`src/rtl/hazard_tracker.sv`:
```
// rtl/hazard_tracker.sv - shadow-pipe hazard detector producing stall/bubble for load-use and jalr hazards
// Optional macro HAZARD_STATS_EN adds a 16-bit saturating stall-cycle counter output StallCount_o.
module hazard_tracker #(
  parameter int REG_ADDR_W = 5
) (
  input  logic                  clk_i,
  input  logic                  rst_i,
  input  logic [REG_ADDR_W-1:0] RS1addr_ID_i,
  input  logic [REG_ADDR_W-1:0] RS2addr_ID_i,
  input  logic                  UsesRS2_ID_i,
  input  logic                  Jalr_ID_i,
  input  logic [REG_ADDR_W-1:0] RDaddr_ID_i,
  input  logic                  RegWrite_ID_i,
  input  logic                  MemRead_ID_i,
  input  logic                  Flush_i,
  output logic [REG_ADDR_W-1:0] RDaddr_IDEX_o,
  output logic                  RegWrite_IDEX_o,
  output logic                  MemRead_IDEX_o,
  output logic [REG_ADDR_W-1:0] RDaddr_EXMEM_o,
  output logic                  RegWrite_EXMEM_o,
  output logic                  MemRead_EXMEM_o,
  output logic [REG_ADDR_W-1:0] RDaddr_MEMWB_o,
  output logic                  RegWrite_MEMWB_o,
  output logic                  Stall_o,
  output logic                  Bubble_o,
`ifdef HAZARD_STATS_EN
  output logic [15:0]           StallCount_o,
`endif
  output logic                  Err_o
);

  typedef enum logic {RUN = 1'b0, STALL = 1'b1} state_t;

  logic [REG_ADDR_W-1:0] idexRdQ, exmemRdQ, memwbRdQ;
  logic                  idexRegWriteQ, idexMemReadQ;
  logic                  exmemRegWriteQ, exmemMemReadQ;
  logic                  memwbRegWriteQ;

  state_t     stateQ, stateD;
  logic [1:0] cntQ, cntD;
  logic       errQ, errD;

  logic       loadUse, jalrEx, jalrMem, stall;

  // Hazard detection against the shadow ID/EX and EX/MEM destinations; x0 never hazards
  always_comb begin
    loadUse = idexMemReadQ && (idexRdQ != '0) &&
              ((idexRdQ == RS1addr_ID_i) || (UsesRS2_ID_i && (idexRdQ == RS2addr_ID_i)));
    jalrEx  = Jalr_ID_i && idexRegWriteQ && (idexRdQ != '0) && (idexRdQ == RS1addr_ID_i);
    jalrMem = Jalr_ID_i && exmemMemReadQ && (exmemRdQ != '0) && (exmemRdQ == RS1addr_ID_i);
    // A taken branch squashes the ID instruction, so its hazards are moot
    stall   = (loadUse || jalrEx || jalrMem) && !Flush_i;
  end

  assign Stall_o  = stall;
  assign Bubble_o = stall;

  // Shadow pipe always advances; ID/EX takes a NOP on bubble or flush
  always_ff @(posedge clk_i or posedge rst_i) begin
    if (rst_i) begin
      idexRdQ        <= '0;
      idexRegWriteQ  <= 1'b0;
      idexMemReadQ   <= 1'b0;
      exmemRdQ       <= '0;
      exmemRegWriteQ <= 1'b0;
      exmemMemReadQ  <= 1'b0;
      memwbRdQ       <= '0;
      memwbRegWriteQ <= 1'b0;
    end else begin
      if (stall || Flush_i) begin
        idexRdQ       <= '0;
        idexRegWriteQ <= 1'b0;
        idexMemReadQ  <= 1'b0;
      end else begin
        idexRdQ       <= RDaddr_ID_i;
        idexRegWriteQ <= RegWrite_ID_i;
        idexMemReadQ  <= MemRead_ID_i;
      end
      exmemRdQ       <= idexRdQ;
      exmemRegWriteQ <= idexRegWriteQ;
      exmemMemReadQ  <= idexMemReadQ;
      memwbRdQ       <= exmemRdQ;
      memwbRegWriteQ <= exmemRegWriteQ;
    end
  end

  assign RDaddr_IDEX_o    = idexRdQ;
  assign RegWrite_IDEX_o  = idexRegWriteQ;
  assign MemRead_IDEX_o   = idexMemReadQ;
  assign RDaddr_EXMEM_o   = exmemRdQ;
  assign RegWrite_EXMEM_o = exmemRegWriteQ;
  assign MemRead_EXMEM_o  = exmemMemReadQ;
  assign RDaddr_MEMWB_o   = memwbRdQ;
  assign RegWrite_MEMWB_o = memwbRegWriteQ;

  // Stall-tracking FSM state, consecutive-stall counter and sticky error
  always_ff @(posedge clk_i or posedge rst_i) begin
    if (rst_i) begin
      stateQ <= RUN;
      cntQ   <= 2'd0;
      errQ   <= 1'b0;
    end else begin
      stateQ <= stateD;
      cntQ   <= cntD;
      errQ   <= errD;
    end
  end

  // Next state: counter holds the number of consecutive stall cycles already taken
  always_comb begin
    stateD = stateQ;
    cntD   = cntQ;
    errD   = errQ;
    case (stateQ)
      RUN: begin
        cntD = stall ? 2'd1 : 2'd0;
        if (stall) stateD = STALL;
      end
      STALL: begin
        if (stall) begin
          cntD = (cntQ == 2'd3) ? 2'd3 : cntQ + 2'd1;
        end else begin
          cntD   = 2'd0;
          stateD = RUN;
        end
      end
      default: begin
        stateD = RUN;
        cntD   = 2'd0;
      end
    endcase
    // A third back-to-back stall cycle means the pipe is wedged
    if (stall && (cntQ == 2'd2)) errD = 1'b1;
  end

  assign Err_o = errQ;

`ifdef HAZARD_STATS_EN
  logic [15:0] stallCountQ;

  // Saturating count of all stall cycles since reset
  always_ff @(posedge clk_i or posedge rst_i) begin
    if (rst_i) begin
      stallCountQ <= 16'd0;
    end else if (stall && (stallCountQ != 16'hFFFF)) begin
      stallCountQ <= stallCountQ + 16'd1;
    end
  end

  assign StallCount_o = stallCountQ;
`endif

endmodule

```
`config.mk`:
```
export PLATFORM = sky130hd
export DESIGN_NAME = hazard_tracker
export DESIGN_NICKNAME = d
export VERILOG_FILES = /design/src/rtl/hazard_tracker.sv
export SDC_FILE = /design/constraint.sdc
export NUM_CORES = 1
export LEC_CHECK = 0
export CAP_MARGIN = 20
export CORE_MARGIN = 5
export CORE_UTILIZATION = 41
export DETAILED_ROUTE_END_ITERATION = 10
export MAX_ROUTING_LAYER = met4
export PLACE_DENSITY = 0.78
export SLEW_MARGIN = 20
export SYNTH_ARGS = -nofsm -noshare
export SYNTH_HDL_FRONTEND = slang
export SYNTH_SLANG_ARGS = --single-unit
```
`constraint.sdc`:
```
create_clock -name clk_i -period 2.5 [get_ports clk_i]
set_input_delay 0.5 -clock clk_i [delete_from_list [all_inputs] [get_ports clk_i]]
set_output_delay 0.5 -clock clk_i [all_outputs]
set_load 0.01 [all_outputs]
```
After elaboration in Yosys (flattened, before gate mapping)
Cells that the tools add are included.

Bits in registers: 24. Bits of input ports: 22. Logic and storage cells: 44.

$add $sub $neg: 1. Equality and inequality tests: 5. Mux-type cells: 8. Bitwise logic cells: 1. Reductions and logical operators: 18.

Operators with widths (number): == test 5 bit (3); logical AND 1 bit (11); nonzero test 5 bit (2); 2-to-1 mux 5 bit (1); == test 2 bit (second input constant) (2); logical OR 1 bit (4); 2-to-1 mux 1 bit (4); 2-to-1 mux 2 bit (2); case mux 2 bit (2 select lines) (1); adder 2 x 1 -> 2 bit (second input constant) (1); zero test 1 bit (1); inverter 1 bit (1).

Longest topological paths before layout
Gate-level depths: netlist of run 1.

Depth in word-level cells: 9. Depth in mapped cells: 6.

Least setup slack after synthesis of run 1
Ideal clock, no wire load.

Kind: register to output. From: register idexRdQ[0], in the netlist RDaddr_IDEX_o[0]. To: output Stall_o. Data arrival time: 1.731 ns. Data required time: 2.000 ns. Path slack: 0.269 ns. Stages on the path, launching flop included: 7. Path buffers: 1. Cells stage by stage: dfrtp_1 -> nor2b_4 -> a2111oi_4 -> nand4_2 -> a21o_1 -> a21oi_1 -> buf_4.

Word-level cells in the longest chain between the ends: 7. Elaborated cells on any way between the ends: 12.

Ends and longest elaborated chain: start: declaration (RTL line 34) `logic [REG_ADDR_W-1:0] idexRdQ, exmemRdQ, memwbRdQ;`; start signal: assignment (RTL line 75) `idexRdQ <= RDaddr_ID_i;`; == test 5 bit (RTL line 48) `((idexRdQ == RS1addr_ID_i) || (UsesRS2_ID_i && (idexRdQ == RS2addr_ID_i)));`; logical AND 1 bit (RTL line 48); logical OR 1 bit (RTL line 48); logical AND 1 bit (RTL line 47) `loadUse = idexMemReadQ && (idexRdQ != '0) &&`; logical OR 1 bit * (2 in a row) (RTL line 52) `stall = (loadUse || jalrEx || jalrMem) && !Flush_i;`; logical AND 1 bit * (RTL line 52); end: declaration (RTL line 24) `output logic Stall_o,`.

Every way passes the cells marked *; elsewhere a longest branch is shown, timed or not.

Final worst setup path of run 1
From: input UsesRS2_ID_i. To: output Stall_o.

Word-level cells in the longest chain between the ends: 6.

Ends and longest elaborated chain: start: declaration (RTL line 10) `input logic UsesRS2_ID_i,`; logical AND 1 bit (RTL line 48); logical OR 1 bit (RTL line 48); logical AND 1 bit (RTL line 47); logical OR 1 bit (2 in a row) (RTL line 52); logical AND 1 bit (RTL line 52).

No other way between the ends.

==> results of run 1 <==
[where the power goes]
group | switching (mW) | internal, mW | total (mW)
Clock | 0.105 | 0.0564 | 0.161
Sequential | 0.0152 | 0.406 | 0.421
Combinational | 0.0597 | 0.0922 | 0.152
[registers in the layout, indices dropped and copies added (netlist names)]
register and count:
Err_o 1, MemRead_EXMEM_o 1, MemRead_IDEX_o 1, RDaddr_EXMEM_o 5, RDaddr_IDEX_o 5, RDaddr_MEMWB_o 5, RegWrite_EXMEM_o 1, RegWrite_IDEX_o 1
RegWrite_MEMWB_o 1, cntQ 2, stateQ 1
[final timing paths]
kind                            slack (ns)  depth (start not counted)                 to              from
worst min register to register        0.39                          0   RegWrite_MEMWB_o  RegWrite_EXMEM_o
worst max-delay path                   0.1                          7            Stall_o      UsesRS2_ID_i
worst max register to register        0.66                          7              Err_o  RDaddr_IDEX_o[0]
min in group asynchronous             0.52                          3  RDaddr_MEMWB_o[1]             rst_i
max in group asynchronous             1.73                          3   RDaddr_IDEX_o[3]             rst_i
worst min-delay path                  0.39                          0   RegWrite_MEMWB_o  RegWrite_EXMEM_o
[layout make-up]
type	instances	area, µm²	area share, %
Timing Repair Buffer	59	564	34.0
Inverter	8	30.0	1.81
Tap cell	30	37.5	2.26
Sequential cell	24	602	36.2
Clock buffer	3	22.5	1.36
Multi-Input combinational cell	44	405	24.4
[layer usage]
metal  track usage [%]  vias to the layer above
li1                  -                      400
met4              6.65                        0
met3              3.24                        7
met5                 -                        -
met1              18.2                      399
met2              26.4                       35
[cell usage after synthesis (all sizes together) (2+ instances only)]
master | n | area share, %
o21ai | 2 | 0.97
a21o | 2 | 1.5
nor4b | 7 | 6.0
dfrtp | 24 | 58
xnor2 | 8 | 6.8
a21oi | 3 | 1.8
xor2 | 3 | 2.6
nand3 | 2 | 0.97
nor4 | 2 | 1.2
inv | 8 | 2.9
nor2b | 3 | 2.6
[cell families after synthesis]
family,Yosys count,share of synthesized area [%]
AND/OR/NAND/NOR,19,15.2
flip-flops,24,58.5
XOR/XNOR,11,9.38
AO/OA/AOI/OAI,14,12.9
buffers and inverters,10,4.02
[what timing repair did]
item	in CTS	in global routing
cloned	0	0
pin swaps	6	4
gates resized for setup	13	10
setup buffers	2	1
endpoints found under the setup margin	2	2
[per-stage QoR]
| stage | hold slack, ns | area (µm²) |
|---|---|---|
| finish | 0.387 | 1660 |
| global route | 0.420 | 1660 |
| CTS | 0.389 | 1610 |
| detailed placement | 0.361 | 1580 |
| global placement | 0.355 | 1580 |
| floorplan | 0.416 | 1030 |
[cells in the final DEF, fill, tap and decap left out]
cell type | Yosys | routed
sky130_fd_sc_hd__a221oi_2 | 1 | 1
sky130_fd_sc_hd__a21oi_1 | 2 | 1
sky130_fd_sc_hd__xnor2_1 | 8 | 8
sky130_fd_sc_hd__buf_4 | 1 | 15
sky130_fd_sc_hd__nand4_2 | 1 | 1
sky130_fd_sc_hd__dlymetal6s2s_1 | 0 | 5
sky130_fd_sc_hd__a222oi_1 | 1 | 1
sky130_fd_sc_hd__xor2_1 | 3 | 3
sky130_fd_sc_hd__clkbuf_4 | 0 | 3
sky130_fd_sc_hd__dfrtp_1 | 24 | 23
sky130_fd_sc_hd__nor2b_2 | 0 | 1
sky130_fd_sc_hd__a211oi_1 | 1 | 1
sky130_fd_sc_hd__nor3b_4 | 1 | 1
sky130_fd_sc_hd__nor3_1 | 1 | 1
sky130_fd_sc_hd__nor4_1 | 2 | 2
sky130_fd_sc_hd__nand3_1 | 2 | 2
sky130_fd_sc_hd__a2111oi_4 | 1 | 1
sky130_fd_sc_hd__inv_1 | 7 | 7
sky130_fd_sc_hd__dlygate4sd2_1 | 0 | 3
sky130_fd_sc_hd__dfrtp_2 | 0 | 1
sky130_fd_sc_hd__nor4b_1 | 7 | 7
sky130_fd_sc_hd__nand2b_1 | 1 | 1
sky130_fd_sc_hd__a2111o_1 | 1 | 1
sky130_fd_sc_hd__a21o_1 | 2 | 2
sky130_fd_sc_hd__a21oi_2 | 1 | 1
sky130_fd_sc_hd__o311ai_1 | 1 | 1
sky130_fd_sc_hd__clkdlybuf4s50_1 | 0 | 34
sky130_fd_sc_hd__o21ai_0 | 2 | 2
sky130_fd_sc_hd__a21oi_4 | 0 | 1
sky130_fd_sc_hd__buf_6 | 0 | 2
sky130_fd_sc_hd__nor2b_1 | 2 | 1
sky130_fd_sc_hd__o2111ai_2 | 0 | 1
sky130_fd_sc_hd__nand2_1 | 1 | 1
sky130_fd_sc_hd__inv_2 | 1 | 1
sky130_fd_sc_hd__nor2b_4 | 1 | 1
==> results.md, run 1 <==
| Metric | Reported | Unit |
| --- | --- | --- |
| Critical path buffer and inverter count | 2 | - |
| Count of distinct cell types in the synthesized netlist | 28 | - |
| CP max FO | 3 | - |
| Initial cell density of the core | 42.2 | % |
| Final weighted congestion in routability-driven placement | 0.813 | - |
| Leakage | 0.738 | nW |
| GRT Resource Usage Total | 15.8 | % |
| Uppermost layer routed | met4 | - |
| Number of port buffers | 44 | - |
| Overall power of the completed layout | 0.734 | mW |
| TritonCTS Sinks | 24 | - |
| Register area share after synthesis | 58.5 | % |
| Final Core Density | 68.3 | % |
| Total I/O pin count | 45 | - |
| Post-synth net total | 100 | - |
| Crit path max-delay cell type | sky130_fd_sc_hd__clkdlybuf4s50_1 | - |
| Total Die Area | 3610 | µm² |
| Mean instance size in the synthesized netlist | 13.2 | µm² |
| Number of flip-flops and latches in the synthesized netlist | 24 | - |
| Crit path max-delay family | compound AO/OA/AOI/OAI gates | - |
| Headroom to the max-slew limit | 78.8 | % |
| Layout cell share with drive strength beyond 1 | 22.5 | % |
| Number of cells after detailed placement | 162 | - |
| Met1 Wirelength | 945 | µm |
| Syn. warnings | 0 | - |
| Result of the run | finished, final reports clean | - |
| Overall via count from detail_route | 841 | - |
| Fraction of registers with async set or reset after synthesis | 100 | % |
| Detailed route wirelength on metal3 | 207 | µm |
| Place WS | -0.604 | ns |
| Met2 Routed Length | 1230 | µm |
| ANT cells | 0 | - |
| Kind of critical path | input pin to output port | - |
| Flip-flop cell with the highest count after synthesis | sky130_fd_sc_hd__dfrtp_1 | - |
| Setup Total Neg Slack | 0 | ns |
| RSZ-0062 raised after global routing | false | - |
| Number of detailed-route iterations in the first pass | 4 | - |
| H-tree Lvls | 1 | - |
| Hold Path Class | flop to flop | - |
| Detailed Route WL | 2440 | µm |
| Source-to-sink clock delay at the later pin of the worst-skew pair | 0.31 | ns |
| Gate count of the mapped netlist | 78 | - |
| Share of the clock period used by the worst path | 96.1 | % |
| Worst Setup End Kind | output port | - |
| Number of standard cells in the final layout excluding fillers | 168 | - |
| Pins Over Slew Limit | 0 | - |
| Number of flops mapped to enable cells by yosys | 0 | - |
| Maximum number of buffers from clock root to sink | 2 | - |
| Final-layout fill cell count | 208 | - |
| Clock tree root driver cell | sky130_fd_sc_hd__clkbuf_4 | - |
| Maximum capacitance violations | 0 | - |
| Register clock-pin slew on the reported worst setup and hold paths | 0.11 | ns |
| Post-DP HPWL | 1960 | µm |
| Number of global-route vias before repair | 907 | - |
| Area overhead of the layout relative to synthesis | 61.8 | % |
| Number of DRC violations after detailed-routing iteration 0 | 14 | - |
| Max Clock Freq | 0.416 | GHz |
| Avg WL per Cell | 14.5 | µm |
| Startpoint type of the worst setup path | input pin | - |
| Peak ir drop on the vdd network | 0.000294 | V |
| Clock tree from TritonCTS | built | - |
| First-pass GRT wire length | 4090 | µm |
| Overall die width | 60.1 | µm |
| Worst-Margin Slew | 0.318 | ns |
| Worst endpoint required time | 2.00 | ns |
| Setup Viol. Count Final | 0 | - |
| Post-layout minimum cycle time | 2.40 | ns |
| Global-route congestion overflow total | 0 | - |
| Final Hold Viols | 0 | - |
| Max stage delay on crit path | 0.45 | ns |
| Cts-stage hold buffer count | 0 | - |
| Net count of the finished layout | 162 | - |
| Number of antenna violations at the first check in global routing | 0 | - |
| Maximum number of pins on one net before global-route repair | 25 | - |
| Via-per-instance ratio | 5.01 | - |
| Min setup slack post-route | 0.0977 | ns |
| Power per cell area | 442 | nW/µm² |
| Summed instance area of the synthesized netlist | 1030 | µm² |
| Number of placement rows | 18 | - |
| Number of design rule violations left after detail routing | 0 | - |
| Worst clock skew | 0.00695 | ns |
| Clock buffers created by TritonCTS | 3 | - |
| Total core area | 2430 | µm² |
| Antenna-violating nets left | 0 | - |
| Vertical die dimension | 60.1 | µm |
| Data arrival time of the critical path | 1.90 | ns |
| Cell Chain, Critical Path | clkdlybuf4s50_1 -> nand2_1 -> a2111oi_4 -> nand4_2 -> a21o_1 -> a21oi_4 -> buf_6 | - |
(Power assumes the default switching activity.)
==> run 2: changes to the inputs <==
--- a/config.mk
+++ b/config.mk
@@ -11,6 +11,7 @@
 export DETAILED_ROUTE_END_ITERATION = 10
 export MAX_ROUTING_LAYER = met4
 export PLACE_DENSITY = 0.78
+export RECOVER_POWER = 25
 export SLEW_MARGIN = 20
 export SYNTH_ARGS = -nofsm -noshare
 export SYNTH_HDL_FRONTEND = slang
==> run 2 against run 1 <==
Compared with the run above: worst hold slack hardly changed; setup slack hardly changed; flip-flop and latch count stayed put; global-route usage stayed put; core utilization is 0.46 points lower; count of clock-buffer cells in the layout stayed put; power is 0.47% lower; wire length is 0.49% lower; register-to-register slack hardly changed; sequential share of layout area is 0.25 points higher; clock skew hardly changed; critical path type unchanged; largest cell class unchanged.
==> results.md, run 2 (synthesis gave the netlist of run 1 again) <==
| Metric | Reported | Unit |
| --- | --- | --- |
| Number of port buffers | 44 | - |
| Summed area of non-filler cells in the final layout | 1650 | µm² |
| Share of the clock period used by the worst path | 96.1 | % |
| Stages on worst setup path | 7 | - |
| Critical path buffer and inverter count | 2 | - |
| Placed cell areas | 1580 | µm² |
| Detailed Route WL | 2430 | µm |
| Worst Setup End Kind | output port | - |
| Via-per-instance ratio | 5.04 | - |
| Crit path max-delay family | compound AO/OA/AOI/OAI gates | - |
| Final-layout fill cell count | 212 | - |
| Number of detailed-route iterations in the first pass | 4 | - |
| Setup Viol. Count Final | 0 | - |
| Overall via count from detail_route | 846 | - |
| Most frequent cells in the layout | sky130_fd_sc_hd__clkdlybuf4s50_1 (33), sky130_fd_sc_hd__dfrtp_1 (23), sky130_fd_sc_hd__buf_4 (11) | - |
| Total Die Area | 3610 | µm² |
| Worst-Margin Slew | 1.24 | ns |
| Power per cell area | 443 | nW/µm² |
| Max Clock Freq | 0.416 | GHz |
| H-tree Lvls | 1 | - |
| Vertical die dimension | 60.1 | µm |
| Final Hold Viols | 0 | - |
| First-pass GRT wire length | 4090 | µm |
| CP max FO | 3 | - |
| Source-to-sink clock delay at the later pin of the worst-skew pair | 0.31 | ns |
| Leakage | 0.727 | nW |
| Worst reg-to-reg path cell count | 7 | - |
| Net count of the finished layout | 162 | - |
| Cts-stage hold buffer count | 0 | - |
| Clock buffers created by TritonCTS | 3 | - |
| Register clock-pin slew on the reported worst setup and hold paths | 0.11 | ns |
| Layout cell share with drive strength beyond 1 | 20.3 | % |
| Maximum number of pins on one net before global-route repair | 25 | - |
| ANT cells | 0 | - |
| Startpoint type of the worst setup path | input pin | - |
| Antenna-violating nets left | 0 | - |
| Cell Chain, Critical Path | clkdlybuf4s50_1 -> nand2_1 -> a2111oi_4 -> nand4_2 -> a21o_1 -> a21oi_4 -> buf_6 | - |
| Hold Path Class | flop to flop | - |
| Startpoint of the worst hold path | RegWrite_EXMEM_o | - |
| Kind of critical path | input pin to output port | - |
| Worst setup path start | UsesRS2_ID_i | - |
| Setup Total Neg Slack | 0 | ns |
| Area of combinational cells with multiple inputs | 405 | µm² |
| Post-layout minimum cycle time | 2.40 | ns |
| RSZ-0062 raised after global routing | false | - |
| Number of DRC violations after detailed-routing iteration 0 | 12 | - |
| Global-route congestion overflow total | 0 | - |
| Maximum number of buffers from clock root to sink | 2 | - |
| Endpoint of the worst-slack reg-to-reg timing path | Err_o | - |
| Min setup slack post-route | 0.0978 | ns |
| Pins Over Slew Limit | 0 | - |
| Overall power of the completed layout | 0.731 | mW |
| Result of the run | finished, final reports clean | - |
| TritonCTS Sinks | 24 | - |
| Area taken by flip-flops and latches | 602 | µm² |
| Most common cell after layout, fill and taps aside | sky130_fd_sc_hd__clkdlybuf4s50_1 | - |
| Max stage delay on crit path | 0.45 | ns |
| Capture point of the worst path | Stall_o | - |
| Crit path max-delay cell type | sky130_fd_sc_hd__clkdlybuf4s50_1 | - |
| GRT Resource Usage Total | 15.8 | % |
| Clock tree from TritonCTS | built | - |
| Flop2flop setup slack | 0.66 | ns |
| Worst clock skew | 0.00666 | ns |
| Number of design rule violations left after detail routing | 0 | - |
| Overall die width | 60.1 | µm |
| Final weighted congestion in routability-driven placement | 0.813 | - |
| Data arrival time of the critical path | 1.90 | ns |
| Number of placement rows | 18 | - |
| Reg2Reg Launch Point | RDaddr_IDEX_o[0] | - |
| Initial cell density of the core | 42.2 | % |
| Area overhead of the layout relative to synthesis | 60.7 | % |
| Total core area | 2430 | µm² |
| Total I/O pin count | 45 | - |
| Number of antenna violations at the first check in global routing | 0 | - |
| Number of global-route vias before repair | 907 | - |
| Place WS | -0.604 | ns |
| Avg WL per Cell | 14.5 | µm |
| Peak ir drop on the vdd network | 0.000291 | V |
| Headroom to the max-slew limit | 17.6 | % |
| Clock tree root driver cell | sky130_fd_sc_hd__clkbuf_4 | - |
| Post-DP HPWL | 1960 | µm |
| Maximum capacitance violations | 0 | - |
| Worst endpoint required time | 2.00 | ns |
## run 2: cell types whose count changed in the layout (fill, tap and decap cells not counted)
| cell | previous run | this run |
|---|---|---|
| sky130_fd_sc_hd__dlygate4sd3_1 | 0 | 1 |
| sky130_fd_sc_hd__clkbuf_1 | 0 | 3 |
| sky130_fd_sc_hd__clkdlybuf4s50_1 | 34 | 33 |
| sky130_fd_sc_hd__buf_4 | 15 | 11 |
| sky130_fd_sc_hd__clkbuf_4 | 3 | 4 |
## run 2: per-stage QoR
stage	cells	util (%)	hold slack (ns)
2_1_floorplan	78	-	0.416
3_3_place_gp	162	65.1	0.355
3_5_place_dp	162	65.1	0.361
4_1_cts	167	66.4	0.389
5_1_grt	168	67.8	0.420
6_report	168	67.8	0.386
## run 2: how the worst min path moves through the flow
stage | endpoint | cells past startpoint
finish | RegWrite_MEMWB_o | 0
global placement | RegWrite_MEMWB_o | 0
CTS | RegWrite_MEMWB_o | 0
floorplan | RegWrite_MEMWB_o | 0
global route | RegWrite_MEMWB_o | 0
detailed placement | RegWrite_MEMWB_o | 0
## run 2: power by group
group          internal, mW  total (mW)  leakage, nW  switching [mW]
combinational        0.0896       0.149        0.405          0.0595
clock                0.0563       0.160       0.0138           0.104
sequential            0.406       0.421        0.307          0.0152
total                 0.552       0.731        0.727           0.179
## run 2: final cells by class
cell class	instances	area share, %
inverter	8	1.82
tap	30	2.27
timing repair buffer	59	33.5
sequential	24	36.5
multi-input combinational	44	24.6
clock buffer	3	1.36
## run 2: what timing repair did
| item | CTS | global route |
|---|---|---|
| gates cloned | 0 | 0 |
| gates resized for setup | 13 | 10 |
| buffers inserted | 2 | 1 |
| pin swaps | 6 | 4 |
| endpoints found under the setup margin | 2 | 2 |
## run 2: routing by layer
metal,wire length [µm],up-vias,GRT usage [%],share of wire (%)
met2,1220,37,26.4,50
met3,211,7,3.24,8.7
met1,937,402,18.2,39
met4,59,0,6.65,2.4
li1,-,400,-,-
met5,0,-,-,0
